<file path="src/rtl/req_gnt_responder.sv">
// Single-initiator request/grant responder. It grants on the rising edge of req, limits the hold time and applies a cooldown.
// Define REQ_GNT_RESPONDER_ASSERT_EN to compile in the protocol assertions.
module req_gnt_responder #(
  parameter int HOLD_MAX = 8,
  parameter int COOLDOWN = 0
) (
  input  logic        clk,
  input  logic        rst_n,
  input  logic        req,
  output logic        gnt,
  output logic        busy,
  output logic [15:0] grant_cnt,
  output logic        timeout_err
);

  localparam logic [1:0] IDLE     = 2'd0;
  localparam logic [1:0] GRANT    = 2'd1;
  localparam logic [1:0] COOL     = 2'd2;
  localparam logic [1:0] WAIT_LOW = 2'd3;

  // The counters hold the number of cycles already completed in the state, so the last cycle is N-1.
  localparam logic [7:0] HOLD_LAST = 8'(HOLD_MAX - 1);
  localparam logic [7:0] COOL_LAST = 8'(COOLDOWN - 1);
  localparam logic [1:0] REL_STATE = (COOLDOWN == 0) ? IDLE : COOL;

  logic [1:0]  state, state_nxt;
  logic [7:0]  hold_cnt, hold_nxt;
  logic [7:0]  cool_cnt, cool_nxt;
  logic [15:0] cnt_q;
  logic        req_d;
  logic        gnt_nxt, terr_nxt, cnt_inc;
  logic        rise;

  assign rise      = req & ~req_d;
  assign grant_cnt = cnt_q;

  always_comb begin
    state_nxt = state;
    hold_nxt  = hold_cnt;
    cool_nxt  = cool_cnt;
    gnt_nxt   = 1'b0;
    terr_nxt  = 1'b0;
    cnt_inc   = 1'b0;
    case (state)
      IDLE: begin
        if (rise) begin
          state_nxt = GRANT;
          gnt_nxt   = 1'b1;
          cnt_inc   = 1'b1;
        end
      end
      GRANT: begin
        // A falling req wins over hold expiry, so this case is a normal release.
        if (!req) begin
          state_nxt = REL_STATE;
        end else if (hold_cnt == HOLD_LAST) begin
          state_nxt = WAIT_LOW;
          terr_nxt  = 1'b1;
        end else begin
          gnt_nxt  = 1'b1;
          hold_nxt = hold_cnt + 8'd1;
        end
      end
      WAIT_LOW: begin
        if (!req) state_nxt = REL_STATE;
      end
      COOL: begin
        if (cool_cnt == COOL_LAST) state_nxt = IDLE;
        else                       cool_nxt  = cool_cnt + 8'd1;
      end
      default: state_nxt = IDLE;
    endcase
    if (state_nxt != state) begin
      hold_nxt = 8'd0;
      cool_nxt = 8'd0;
    end
  end

  always_ff @(posedge clk or negedge rst_n) begin
    if (!rst_n) begin
      state       <= IDLE;
      hold_cnt    <= 8'd0;
      cool_cnt    <= 8'd0;
      req_d       <= 1'b0;
      gnt         <= 1'b0;
      busy        <= 1'b0;
      timeout_err <= 1'b0;
      cnt_q       <= 16'd0;
    end else begin
      state       <= state_nxt;
      hold_cnt    <= hold_nxt;
      cool_cnt    <= cool_nxt;
      req_d       <= req;
      gnt         <= gnt_nxt;
      busy        <= (state_nxt != IDLE);
      timeout_err <= terr_nxt;
      if (cnt_inc && cnt_q != 16'hFFFF) cnt_q <= cnt_q + 16'd1;
    end
  end

`ifdef REQ_GNT_RESPONDER_ASSERT_EN
  a_rise_grant: assert property (@(posedge clk) disable iff (!rst_n)
    (state == IDLE && req && !req_d) |=> gnt);
  a_gnt_state: assert property (@(posedge clk) disable iff (!rst_n)
    gnt |-> (state == GRANT));
  a_hold_max: assert property (@(posedge clk) disable iff (!rst_n)
    gnt [*HOLD_MAX] |=> !gnt);
  a_to_pulse: assert property (@(posedge clk) disable iff (!rst_n)
    timeout_err |=> !timeout_err);
`endif

endmodule
</file>
<file path="config.mk">
export PLATFORM = sky130hd
export DESIGN_NAME = req_gnt_responder
export DESIGN_NICKNAME = d
export VERILOG_FILES = /design/src/rtl/req_gnt_responder.sv
export SDC_FILE = /design/constraint.sdc
export NUM_CORES = 1
export LEC_CHECK = 0
export ABC_AREA = 1
export CAP_MARGIN = 20
export CORE_MARGIN = 2
export CORE_UTILIZATION = 40
export CTS_CLUSTER_SIZE = 16
export DETAILED_ROUTE_END_ITERATION = 8
export PLACE_DENSITY = 0.69
export SETUP_SLACK_MARGIN = 0.4
export SLEW_MARGIN = 15
export SYNTH_ARGS = -nofsm -noshare
export SYNTH_HDL_FRONTEND = slang
export SYNTH_SLANG_ARGS = --single-unit
export TNS_END_PERCENT = 10
</file>
<file path="constraint.sdc">
create_clock -name clk -period 1.6 [get_ports clk]
set_input_delay 0.24 -clock clk [delete_from_list [all_inputs] [get_ports clk]]
set_output_delay 0.24 -clock clk [all_outputs]
set_load 0.03 [all_outputs]
</file>
# Word-level counts from Yosys, hierarchy flattened
# Cells that the tools add are included.
[totals]
regBits = 38
latchBits = 0
mem_bits_rw = 0
romBits = 0
inputBits = 3
out_inout_bits = 19
mem_count = 0
[op_classes]
add_sub_neg = 3
multipliers = 0
div_mod_pow = 0
n_lt_le_gt_ge = 0
eq_ne = 9
shifts = 0
mux = 21
bitwise_logic = 2
n_reduce_logical = 8
[op_table]
columns = ["cell", "n"]
rows = [
  ["2-to-1 mux 8 bit", 7],
  ["adder 16 x 1 -> 16 bit, second input constant", 1],
  ["adder 8 x 1 -> 8 bit, second input constant", 2],
  ["!= test 16 bit, second input constant", 1],
  ["2-to-1 mux 2 bit", 5],
  ["== test 8 x 3 -> 1 bit, second input constant", 1],
  ["== test 8 bit, second input constant", 1],
  ["one-hot mux 2 bit (4 select lines)", 1],
  ["nonzero test 2 bit", 4],
  ["2-to-1 mux 1 bit", 7],
  ["== test 2 bit, second input constant", 2],
  ["!= test 2 x 1 -> 1 bit, second input constant", 2],
  ["AND reduction 3 bit", 1],
  ["== test 2 x 1 -> 1 bit, second input constant", 1],
  ["zero test 2 bit", 1],
  ["!= test 2 bit", 1],
  ["one-hot mux 1 bit (2 select lines)", 1],
  ["AND reduction 2 bit", 1],
  ["AND 1 bit", 1],
  ["logical AND 1 bit", 1],
  ["inverter 1 bit", 1],
]

# Longest topological paths before layout
# Gate-level depths: netlist (run 1).
[logic_depth]
depth_word = 7
mapped_depth = 10
mapped_depth_nobuf = 10

# Worst setup path before layout (run 1)
# OpenSTA, ideal clock, no wires.
[synth_timing]
kind = "reg2reg"
from = "register cnt_q[0] (netlist: grant_cnt[0])"
to = "register cnt_q[4] (netlist: grant_cnt[4])"
t_arrival_ns = 1.625
t_required_ns = 1.477
slack_ns = -0.148
path_stages_with_launch = 10
path_buffers = 1
cell_sequence = "dfrtp_1 > ha_1 > nand3_1 > inv_1 > nand2_1 > o21ai_1 > inv_2 > buf_4 > nand3_1 > nand2_1"
[synth_between]
elab_chain_len = 2
word_cells_on_any_way = 3
cone_classes = "add/sub (1); eq/ne (1); reduce/logical (1)"
[synth_lines]
columns = ["element", "line_no", "text"]
rows = [
  ["start: declaration", "29", "logic [15:0] cnt_q;"],
  ["start signal: assignment", "97", "if (cnt_inc && cnt_q != 16'hFFFF) cnt_q <= cnt_q + 16'd1;"],
  ["parallel branches: the longest is 2 deep, another holds adder 16 x 1 -> 16 bit", "n/a", ""],
]
# Several ways; the timed one is not identified.
# A chain may end at the register's enable or synchronous reset.

# Worst setup path in the final report (run 1)
[layout_timing]
from = "register cnt_q[1] (netlist: grant_cnt[1])"
to = "register cnt_q[14] (netlist: grant_cnt[14])"
# Same word-level chain as after synthesis.

==> results.json, run 1 <==
{
  "hold_violations": 0,
  "cts_tree": "yes",
  "rsz0062_at_grt": "yes",
  "wl_met1_um": 2196,
  "p_switching_mw": 1.029,
  "grt_pass1_wl_um": 7679,
  "cts_made_buffers": 5,
  "syn_area_um2": 2068,
  "firstDrtPassIters": 4,
  "crit_type": "register to register",
  "floorplan.initialDensity_pct": 41.02,
  "period_share_pct": 93.01,
  "crit_chain": "ha_4 > nand3_4 > nor3_1 > nand3_1 > xor2_1 > nand2_1 > o21ai_1",
  "highest_layer": "met4",
  "remaining_drc_errors": 0,
  "grt_overflow_total": 0,
  "swShare_pct": 35.29,
  "tns_ns": 0,
  "num_rows": 26,
  "path_buf_inv": 0,
  "drive_above_1_share_pct": 36.04,
  "grt_antenna_before_repair": 0,
  "finalPower_mw": 2.917,
  "syn_area_per_cell_um2": 7.894,
  "p_per_area_nw_per_um2": 974.9,
  "synth_cells": 262,
  "slowest_stage": "dfrtp_2",
  "run_status": "finished, final reports clean",
  "clock_latency_ns": 0.30,
  "synth_edf_count": 0,
  "clk_path_buf_depth": 2,
  "gp_congestion": 0.7851,
  "critPathArrivalTime_ns": 1.66,
  "final_util_pct": 59.33,
  "slew_headroom_pct": 67.44,
  "fp.coreArea_um2": 5042,
  "ioPinCount": 22,
  "holdWs_ns": 0.1638,
  "maxCapViolations": 0,
  "clkSlewWorstSetupHoldPaths_ns": 0.08,
  "diodes": 0,
  "synth_async_sr_flop_share_pct": 100.0,
  "via_per_inst": 4.744,
  "wl_met3_um": 212,
  "p_int_mw": 1.887,
  "critPathLaunchType": "register",
  "root_buffer": "clkbuf_8",
  "grt_max_degree": 21,
  "grt_usage_pct": 16.52,
  "hpwl_um": 3332,
  "min_period_ns": 1.488,
  "p_leak_nw": 1.473,
  "end_kind": "register",
  "cts_sinks": 38,
  "hold_path.class": "input pin to register",
  "io_buffers": 21,
  "clockPowerShare_pct": 28.2,
  "first_global_vias": 1790,
  "drtAntennaViolNets": 0,
  "critPathTopFamily": "simple AND/OR/NAND/NOR gates",
  "path_max_fanout": 5,
  "synth_cell_types": 24,
  "finalSetupViolations": 0,
  "dieArea_um2": 5762,
  "cts_max_level": 2,
  "comb_power_share_pct": 29.9,
  "fmax_mhz": 672.0,
  "ir_drop_v": 0.0008602,
  "synth-main-ff-cell": "dfrtp_1",
  "finClkSkew_ns": 0.009599,
  "ys_ff_latch": 38,
  "power_frac_seq_pct": 42.0,
  "drt_iter0_drc": 91,
  "vias": 1912,
  "synth_nets": 268,
  "synth_warnings": 0,
  "dieHeight_um": 75.91,
  "cp.required_ns": 1.77,
  "critPathMaxStageDelay_ns": 0.40,
  "die-width_um": 75.91,
  "met2WireLength_um": 2361,
  "drt-wirelength-per-cell_um": 12.00,
  "yosysSeqAreaShare_pct": 45.98,
  "wl_um": 4835,
  "worst_pin_slew_ns": 0.4884,
  "drv_slew": 0,
  "fin_nets": 338,
  "area_growth_pct": 44.65
}
==> synthesized netlist by cell type, types with 5 or more instances <==
master   count  share of area (%)
dfrtp_1     38                 46
nand3_1     19                4.6
o21ai_1      5                1.2
inv_1       33                6.0
nor2_1      26                4.7
nor2_2      10                3.0
nand2_1     67                 12
nand4_1      8                2.4
nor3_1      13                3.1
xor2_1      12                5.1
o21ai_0      5                1.2
==> state kept, by name (all words and copies together) (netlist names) <==
register / cells
busy: 1
cool_cnt: 8
gnt: 1
grant_cnt: 16
hold_cnt: 8
req_d: 1
state: 2
timeout_err: 1
==> worst reg2reg max path: stages (launching register included) <==
cell	delay, ns
dfrtp_2	0.40
ha_4	0.15
nand3_4	0.11
nor3_1	0.26
nand3_1	0.16
xor2_1	0.17
nand2_1	0.06
o21ai_1	0.06
==> area by class of cell <==
cell class                 instances  area (um^2)
timing repair buffer              66        570.5
fill                             445         2051
tap                               70        87.58
multi-input combinational        185         1115
inverter                          36        140.1
clock inverter                     3        40.04
sequential                        38        969.7
clock buffer                       5        68.82
==> metal layers <==
layer / track usage [%] / vias up
met5: 0 / -
met4: 5.455 / 0
met3: 4.405 / 6
met2: 27.68 / 32
met1: 20.80 / 899
li1: - / 975
==> per-stage QoR <==
step                      setup WS, ns  instances  area [um^2]
after floorplan                 0.1019        262         2116
after global placement         -0.1218        377         2621
after detailed placement       -0.1558        377         2621
after CTS                       0.1133        390         2790
after global routing          0.009902        403         2992
final                           0.1118        403         2992
==> layout by cell type (no fill, tap or decap), drive strengths merged <==
cell type     netlist  final
dlygate4sd3         0      1
nand4               8      8
nand2              68     68
inv                36     36
nand3              19     19
dlymetal6s2s        0      1
nor3               15     15
dlygate4sd2         0     15
o211ai              1      1
clkbuf              0      5
xor2               12     12
xnor2               4      4
clkinv              0      2
buf                 3     49
ha                  3      3
dfrtp              38     38
a31o                1      1
a21oi               8      8
bufinv              0      1
o21ai              10     10
nor2               36     36
==> logic make-up (layout without fill, tap and decap cells) <==
group,after synthesis,after routing,synth area share [%]
buf+inv,39,110,7.683
xor+xnor,16,16,6.775
compound gates,20,20,6.412
simple gates,146,146,31.34
flops,38,38,45.98
fa+ha+maj,3,3,1.815
==> worst paths after layout <==
path | startpoint | to | slack [ns] | depth (start not counted)
setup / recovery | grant_cnt[1] | grant_cnt[14] | 0.11 | 7
hold / removal | req | req_d | 0.16 | 1
setup reg to reg | grant_cnt[1] | grant_cnt[14] | 0.11 | 7
hold reg to reg | grant_cnt[15] | grant_cnt[15] | 0.52 | 2
max in group asynchronous | rst_n | grant_cnt[12] | 0.67 | 3
min in group asynchronous | rst_n | hold_cnt[4] | 0.44 | 2
==> repair_timing <==
action                                  in CTS  in global routing
endpoints found under the setup margin      56                 56
gates resized for setup                     52                 28
hold buffers                                 1                  0
hold endpoints to repair                    18                  0
setup buffers                                4                 13
gates cloned                                 0                  0
pin swaps                                    4                 13
==> power by group through the flow <==
stage | clock network (mW) | registers, mW | logic, mW
final | 0.822 | 1.22 | 0.872
after detailed placement | 0 | 1.23 | 0.847
after global placement | 0 | 1.24 | 0.836
after floorplan | 0 | 1.42 | 0.282
after global routing | 0.895 | 1.24 | 0.930
after CTS | 0.850 | 1.22 | 0.825
Power figures use the tool's default switching activity.
==> run 2, diff against run 1 <==
--- a/config.mk
+++ b/config.mk
@@ -8,10 +8,10 @@
 export ABC_AREA = 1
 export CAP_MARGIN = 20
 export CORE_MARGIN = 2
-export CORE_UTILIZATION = 40
+export CORE_UTILIZATION = 56
 export CTS_CLUSTER_SIZE = 16
 export DETAILED_ROUTE_END_ITERATION = 8
-export PLACE_DENSITY = 0.69
+export PLACE_DENSITY = 0.88
 export SETUP_SLACK_MARGIN = 0.4
 export SLEW_MARGIN = 15
 export SYNTH_ARGS = -nofsm -noshare
==> run 2 against run 1 <==
  * Worst hold slack better by 0.25 ns
  * Worst setup slack worse by 0.079 ns
  * Fmax is 5.0% lower
  * Highest routed layer unchanged
  * Die area is 27% lower
  * Largest cell class unchanged
  * First-iteration DRC count is 130% higher
  * Combinational power is 9.6% lower
  * Routed wire length is 16% higher
  * Clock skew hardly changed
  * Total power is 4.7% higher
  * Global-route usage is 9.9 points higher
==> results.json, run 2 (synthesis gave the netlist of run 1 again) <==
{
  "fin_nets": 318,
  "final_common_cell": "nand2_1",
  "vias": 1949,
  "holdWs_ns": 0.4109,
  "grt_antenna_before_repair": 0,
  "drv_slew": 0,
  "final_util_pct": 78.28,
  "crit_type": "register to register",
  "diodes": 0,
  "grt_usage_pct": 26.46,
  "fmax_mhz": 638.1,
  "drtAntennaViolNets": 0,
  "reg2reg_from": "state[1]",
  "area_growth_pct": 36.48,
  "critPathLaunchType": "register",
  "remaining_drc_errors": 0,
  "period_share_pct": 97.94,
  "drt_iter0_drc": 212,
  "cts_max_level": 2,
  "dpl.cell_count": 345,
  "num_rows": 22,
  "hold_violations": 0,
  "clkSlewWorstSetupHoldPaths_ns": 0.09,
  "cts_sinks": 38,
  "critPathArrivalTime_ns": 1.75,
  "hold_path.class": "input pin to asynchronous set/reset pin",
  "rsz0062_at_grt": "yes",
  "hpwl_um": 3390,
  "clock_latency_ns": 0.31,
  "dieHeight_um": 64.77,
  "fp.coreArea_um2": 3606,
  "slew_headroom_pct": 70.43,
  "path_max_fanout": 10,
  "min_period_ns": 1.567,
  "p_per_area_nw_per_um2": 1081,
  "finalSetupViolations": 0,
  "reg2reg_depth": 7,
  "ir_drop_v": 0.001267,
  "grt_pass1_wl_um": 8286,
  "grt_max_degree": 22,
  "wl_um": 5613,
  "largest_reg_flops": 16,
  "p_leak_nw": 1.319,
  "maxCapViolations": 0,
  "instances_no_fill": 361,
  "io_buffers": 21,
  "cts_made_buffers": 5,
  "cp.required_ns": 1.78,
  "worst_pin_slew_ns": 0.4436,
  "r2r-end": "grant_cnt[4]",
  "run_status": "finished, final reports clean",
  "die-width_um": 64.77,
  "first_global_vias": 1758,
  "cts_tree": "yes",
  "drt-wirelength-per-cell_um": 15.55,
  "end_kind": "register",
  "final_cell_mix": "62 x nand2_1, 31 x inv_1, 22 x dfrtp_1",
  "floorplan.initialDensity_pct": 57.36,
  "ioPinCount": 22,
  "via_per_inst": 5.399,
  "dieArea_um2": 4195,
  "drive_above_1_share_pct": 37.06,
  "finClkSkew_ns": 0.009124,
  "gp_congestion": 0.8696,
  "grt_overflow_total": 0,
  "rrSetupSlack_ns": 0.03,
  "root_buffer": "clkbuf_8",
  "firstDrtPassIters": 4,
  "clk_path_buf_depth": 2
}
[run 2: cell types whose count changed in the layout (fill, tap and decap cells not counted), moves of 2 or more]
cell	before	now
a21oi_2	4	2
buf_2	3	6
buf_4	38	20
clkbuf_2	0	8
clkinv_2	2	0
dlygate4sd2_1	15	2
nor2_2	14	12
nor2_4	1	4
nor3_1	8	5
nor3_2	3	7
[run 2: what timing repair did]
item | in CTS | in global routing
pin swaps | 2 | 11
endpoints found under the setup margin | 55 | 56
hold buffers | 1 | 0
resized for setup | 43 | 76
endpoints found under the hold margin | 17 | 0
buffers inserted | 3 | 4
[run 2: per-stage QoR]
step                      instance area (um^2)  total power [mW]  setup slack (ns)  TNS, ns
final                                     2823             3.052           0.03295        0
after global routing                      2823             3.178          -0.09557  -0.5659
after CTS                                 2710             3.023           0.07286        0
after detailed placement                  2519             2.059           -0.2519   -4.746
after global placement                    2519             2.028           -0.1451   -2.953
after floorplan                           2116             1.703            0.1019        0
[run 2: layout make-up]
cell class,count,area [um^2]
fill,235,783.3
multi-input combinational,185,1142
clock buffer,5,68.82
clock inverter,3,68.82
inverter,36,137.6
tap,48,60.06
sequential,38,970.9
timing repair buffer,46,374.1
[run 2: worst max path at each step]
stage,startpoint,endpoint,slack [ns],cells after the start
after CTS,state[1],grant_cnt[12],0.07,7
after global routing,cool_cnt[1],cool_cnt[7],-0.1,9
after floorplan,grant_cnt[0],grant_cnt[4],0.10,9
after detailed placement,req,grant_cnt[12],-0.25,7
after global placement,req,grant_cnt[12],-0.15,7
final,state[1],grant_cnt[4],0.03,7
[run 2: where the power goes]
group	switching [mW]	leakage, nW	total, mW	internal, mW
clock network	0.391	0.0683	1.02	0.625
registers	0.163	0.486	1.25	1.09
logic	0.517	0.764	0.788	0.271
total	1.07	1.32	3.05	1.98
[run 2: layer usage]
| metal | GRT usage [%] | wire (um) | part of all wire (%) |
|---|---|---|---|
| met1 | 32.57 | 2370 | 42 |
| met2 | 45.75 | 2934 | 52 |
| met3 | 5.556 | 198 | 3.5 |
| met4 | 9.574 | 110 | 2.0 |
| met5 | 0 | 0 | 0 |
[run 2: critical path, stage by stage (launching register included)]
cell and delay (ns):
dfrtp_1 0.44, inv_2 0.13, nand2_1 0.11, nor3_4 0.21
o21ai_2 0.13, buf_6 0.16, o21ai_0 0.16, nand2_1 0.08
==> run 3, diff against run 2 <==
--- a/config.mk
+++ b/config.mk
@@ -8,10 +8,10 @@
 export ABC_AREA = 1
 export CAP_MARGIN = 20
 export CORE_MARGIN = 2
-export CORE_UTILIZATION = 56
+export CORE_UTILIZATION = 55
 export CTS_CLUSTER_SIZE = 16
 export DETAILED_ROUTE_END_ITERATION = 8
-export PLACE_DENSITY = 0.88
+export PLACE_DENSITY = 0.87
 export SETUP_SLACK_MARGIN = 0.4
 export SLEW_MARGIN = 15
 export SYNTH_ARGS = -nofsm -noshare
==> run 3 against run 2 <==
  * Via count up 0.31%
  * First-iteration DRC count down 35%
  * Non-clock buffer count is 8 higher
  * Routed wire length fell by 2.9%
  * Fmax increased by 1.7%
  * Largest cell class unchanged
  * Largest power group unchanged
==> results.json, run 3 (synthesis gave the netlist of run 1 again) <==
{
  "largest_reg_flops": 16,
  "crit_type": "register to register",
  "cp.required_ns": 1.79,
  "r2r-end": "hold_cnt[0]",
  "dieHeight_um": 65.32,
  "grt_overflow_total": 0,
  "grt_usage_pct": 24.59,
  "grt_max_degree": 39,
  "vias": 1955,
  "hold_violations": 0,
  "cts_max_level": 2,
  "swShare_pct": 36.08,
  "area_growth_pct": 38.60,
  "ir_drop_v": 0.001049,
  "cts_sinks": 38,
  "dpl.cell_count": 344,
  "crit_top_cell": "nor2_1",
  "hold_start": "req",
  "die-width_um": 65.32,
  "ioPinCount": 22,
  "remaining_drc_errors": 0,
  "hold_path.class": "input pin to register",
  "holdWs_ns": 0.1883,
  "maxCapViolations": 0,
  "placed_area_um2": 2486,
  "finClkSkew_ns": 0.01165,
  "critPathLaunchType": "register",
  "drtAntennaViolNets": 0,
  "instances_no_fill": 369,
  "wl_met1_um": 2301,
  "critPathMaxStageDelay_ns": 0.45,
  "rsz0062_at_grt": "yes",
  "finalInstanceArea_um2": 2867,
  "final_common_cell": "nand2_1",
  "wl_met3_um": 220,
  "period_share_pct": 96.29,
  "wl_um": 5448,
  "highest_layer": "met4",
  "holdPathEnd": "req_d",
  "tns_ns": 0,
  "min_period_ns": 1.541,
  "clk_path_buf_depth": 2,
  "fmax_mhz": 649.1,
  "clockPowerShare_pct": 29.1,
  "fillers": 239,
  "reg2reg_from": "hold_cnt[3]",
  "crit_chain": "nor2_1 > nand2_2 > nor2_1 > nor2_4 > buf_4 > nor2_1 > nor3_4",
  "hpwl_um": 3216,
  "fin_ws_ns": 0.05936,
  "rrSetupSlack_ns": 0.06,
  "reg2reg_depth": 7,
  "grt_pass1_wl_um": 8052,
  "final_util_pct": 78.89,
  "gp_congestion": 0.8850,
  "critPathArrivalTime_ns": 1.73,
  "path_max_fanout": 8,
  "p_switching_mw": 1.048,
  "end_kind": "register",
  "run_status": "finished, final reports clean",
  "min_path_cells": 1,
  "p_leak_nw": 1.379,
  "root_buffer": "clkbuf_8",
  "finalPower_mw": 2.903,
  "path_buf_inv": 1,
  "grt_antenna_before_repair": 0,
  "power_frac_seq_pct": 42.6,
  "firstDrtPassIters": 4,
  "num_rows": 22,
  "fp.coreArea_um2": 3633,
  "critPathTopFamily": "simple AND/OR/NAND/NOR gates",
  "finalSetupViolations": 0,
  "fin_nets": 326,
  "floorplan.initialDensity_pct": 56.92,
  "met2WireLength_um": 2795,
  "clock_latency_ns": 0.30,
  "p_int_mw": 1.855,
  "via_per_inst": 5.298,
  "p_per_area_nw_per_um2": 1013,
  "cts_tree": "yes",
  "worst_pin_slew_ns": 0.4832,
  "drive_above_1_share_pct": 33.96,
  "dp_slack_ns": -0.2086,
  "final_cell_mix": "62 x nand2_1, 30 x inv_1, 28 x buf_4",
  "comb_power_share_pct": 28.4,
  "drt_iter0_drc": 137,
  "drt-wirelength-per-cell_um": 14.76,
  "clkSlewWorstSetupHoldPaths_ns": 0.09,
  "first_global_vias": 1893,
  "io_buffers": 21,
  "dieArea_um2": 4267,
  "slowest_stage": "dfrtp_1",
  "drv_slew": 0,
  "cts_made_buffers": 5,
  "slew_headroom_pct": 67.78,
  "diodes": 0
}
[run 3: worst max path at each step]
stage                  from       endpoint  slack [ns]  depth (start not counted)
2_1_floorplan  grant_cnt[0]   grant_cnt[4]        0.10                          9
3_3_place_gp            req  grant_cnt[12]       -0.14                          7
3_5_place_dp            req   grant_cnt[6]       -0.21                          8
4_1_cts         cool_cnt[1]    hold_cnt[0]        0.12                          9
5_1_grt         hold_cnt[3]    hold_cnt[0]       0.005                          7
6_report        hold_cnt[3]    hold_cnt[0]        0.06                          7
[run 3: power groups by stage]
stage	Combinational (mW)	Sequential, mW	Clock (mW)
finish	0.823	1.24	0.844
global route	0.891	1.25	0.881
CTS	0.759	1.23	0.841
detailed placement	0.793	1.25	0
global placement	0.771	1.25	0
floorplan	0.282	1.42	0
[run 3: layout make-up]
type                       count  area [um^2]  share of cell area [%]
clock buffer                   5        68.82                   2.401
clock inverter                 3        45.04                   1.571
inverter                      36        142.6                   4.976
multi-input combinational    185         1126                   39.28
sequential                    38        968.4                   33.78
tap                           48        60.06                   2.095
timing repair buffer          54        455.4                   15.89
[run 3: timing repair]
item,CTS,global route
pin swaps,9,11
hold endpoints to repair,8,0
endpoints found under the setup margin,55,54
gates cloned,0,0
hold buffers,1,0
gates resized for setup,53,29
buffers inserted,6,10
[run 3: metal layers]
metal / track usage, % / up-vias
li1: - / 950
met1: 28.48 / 925
met2: 44.13 / 64
met3: 5.651 / 16
met4: 9.115 / 0
met5: 0 / -
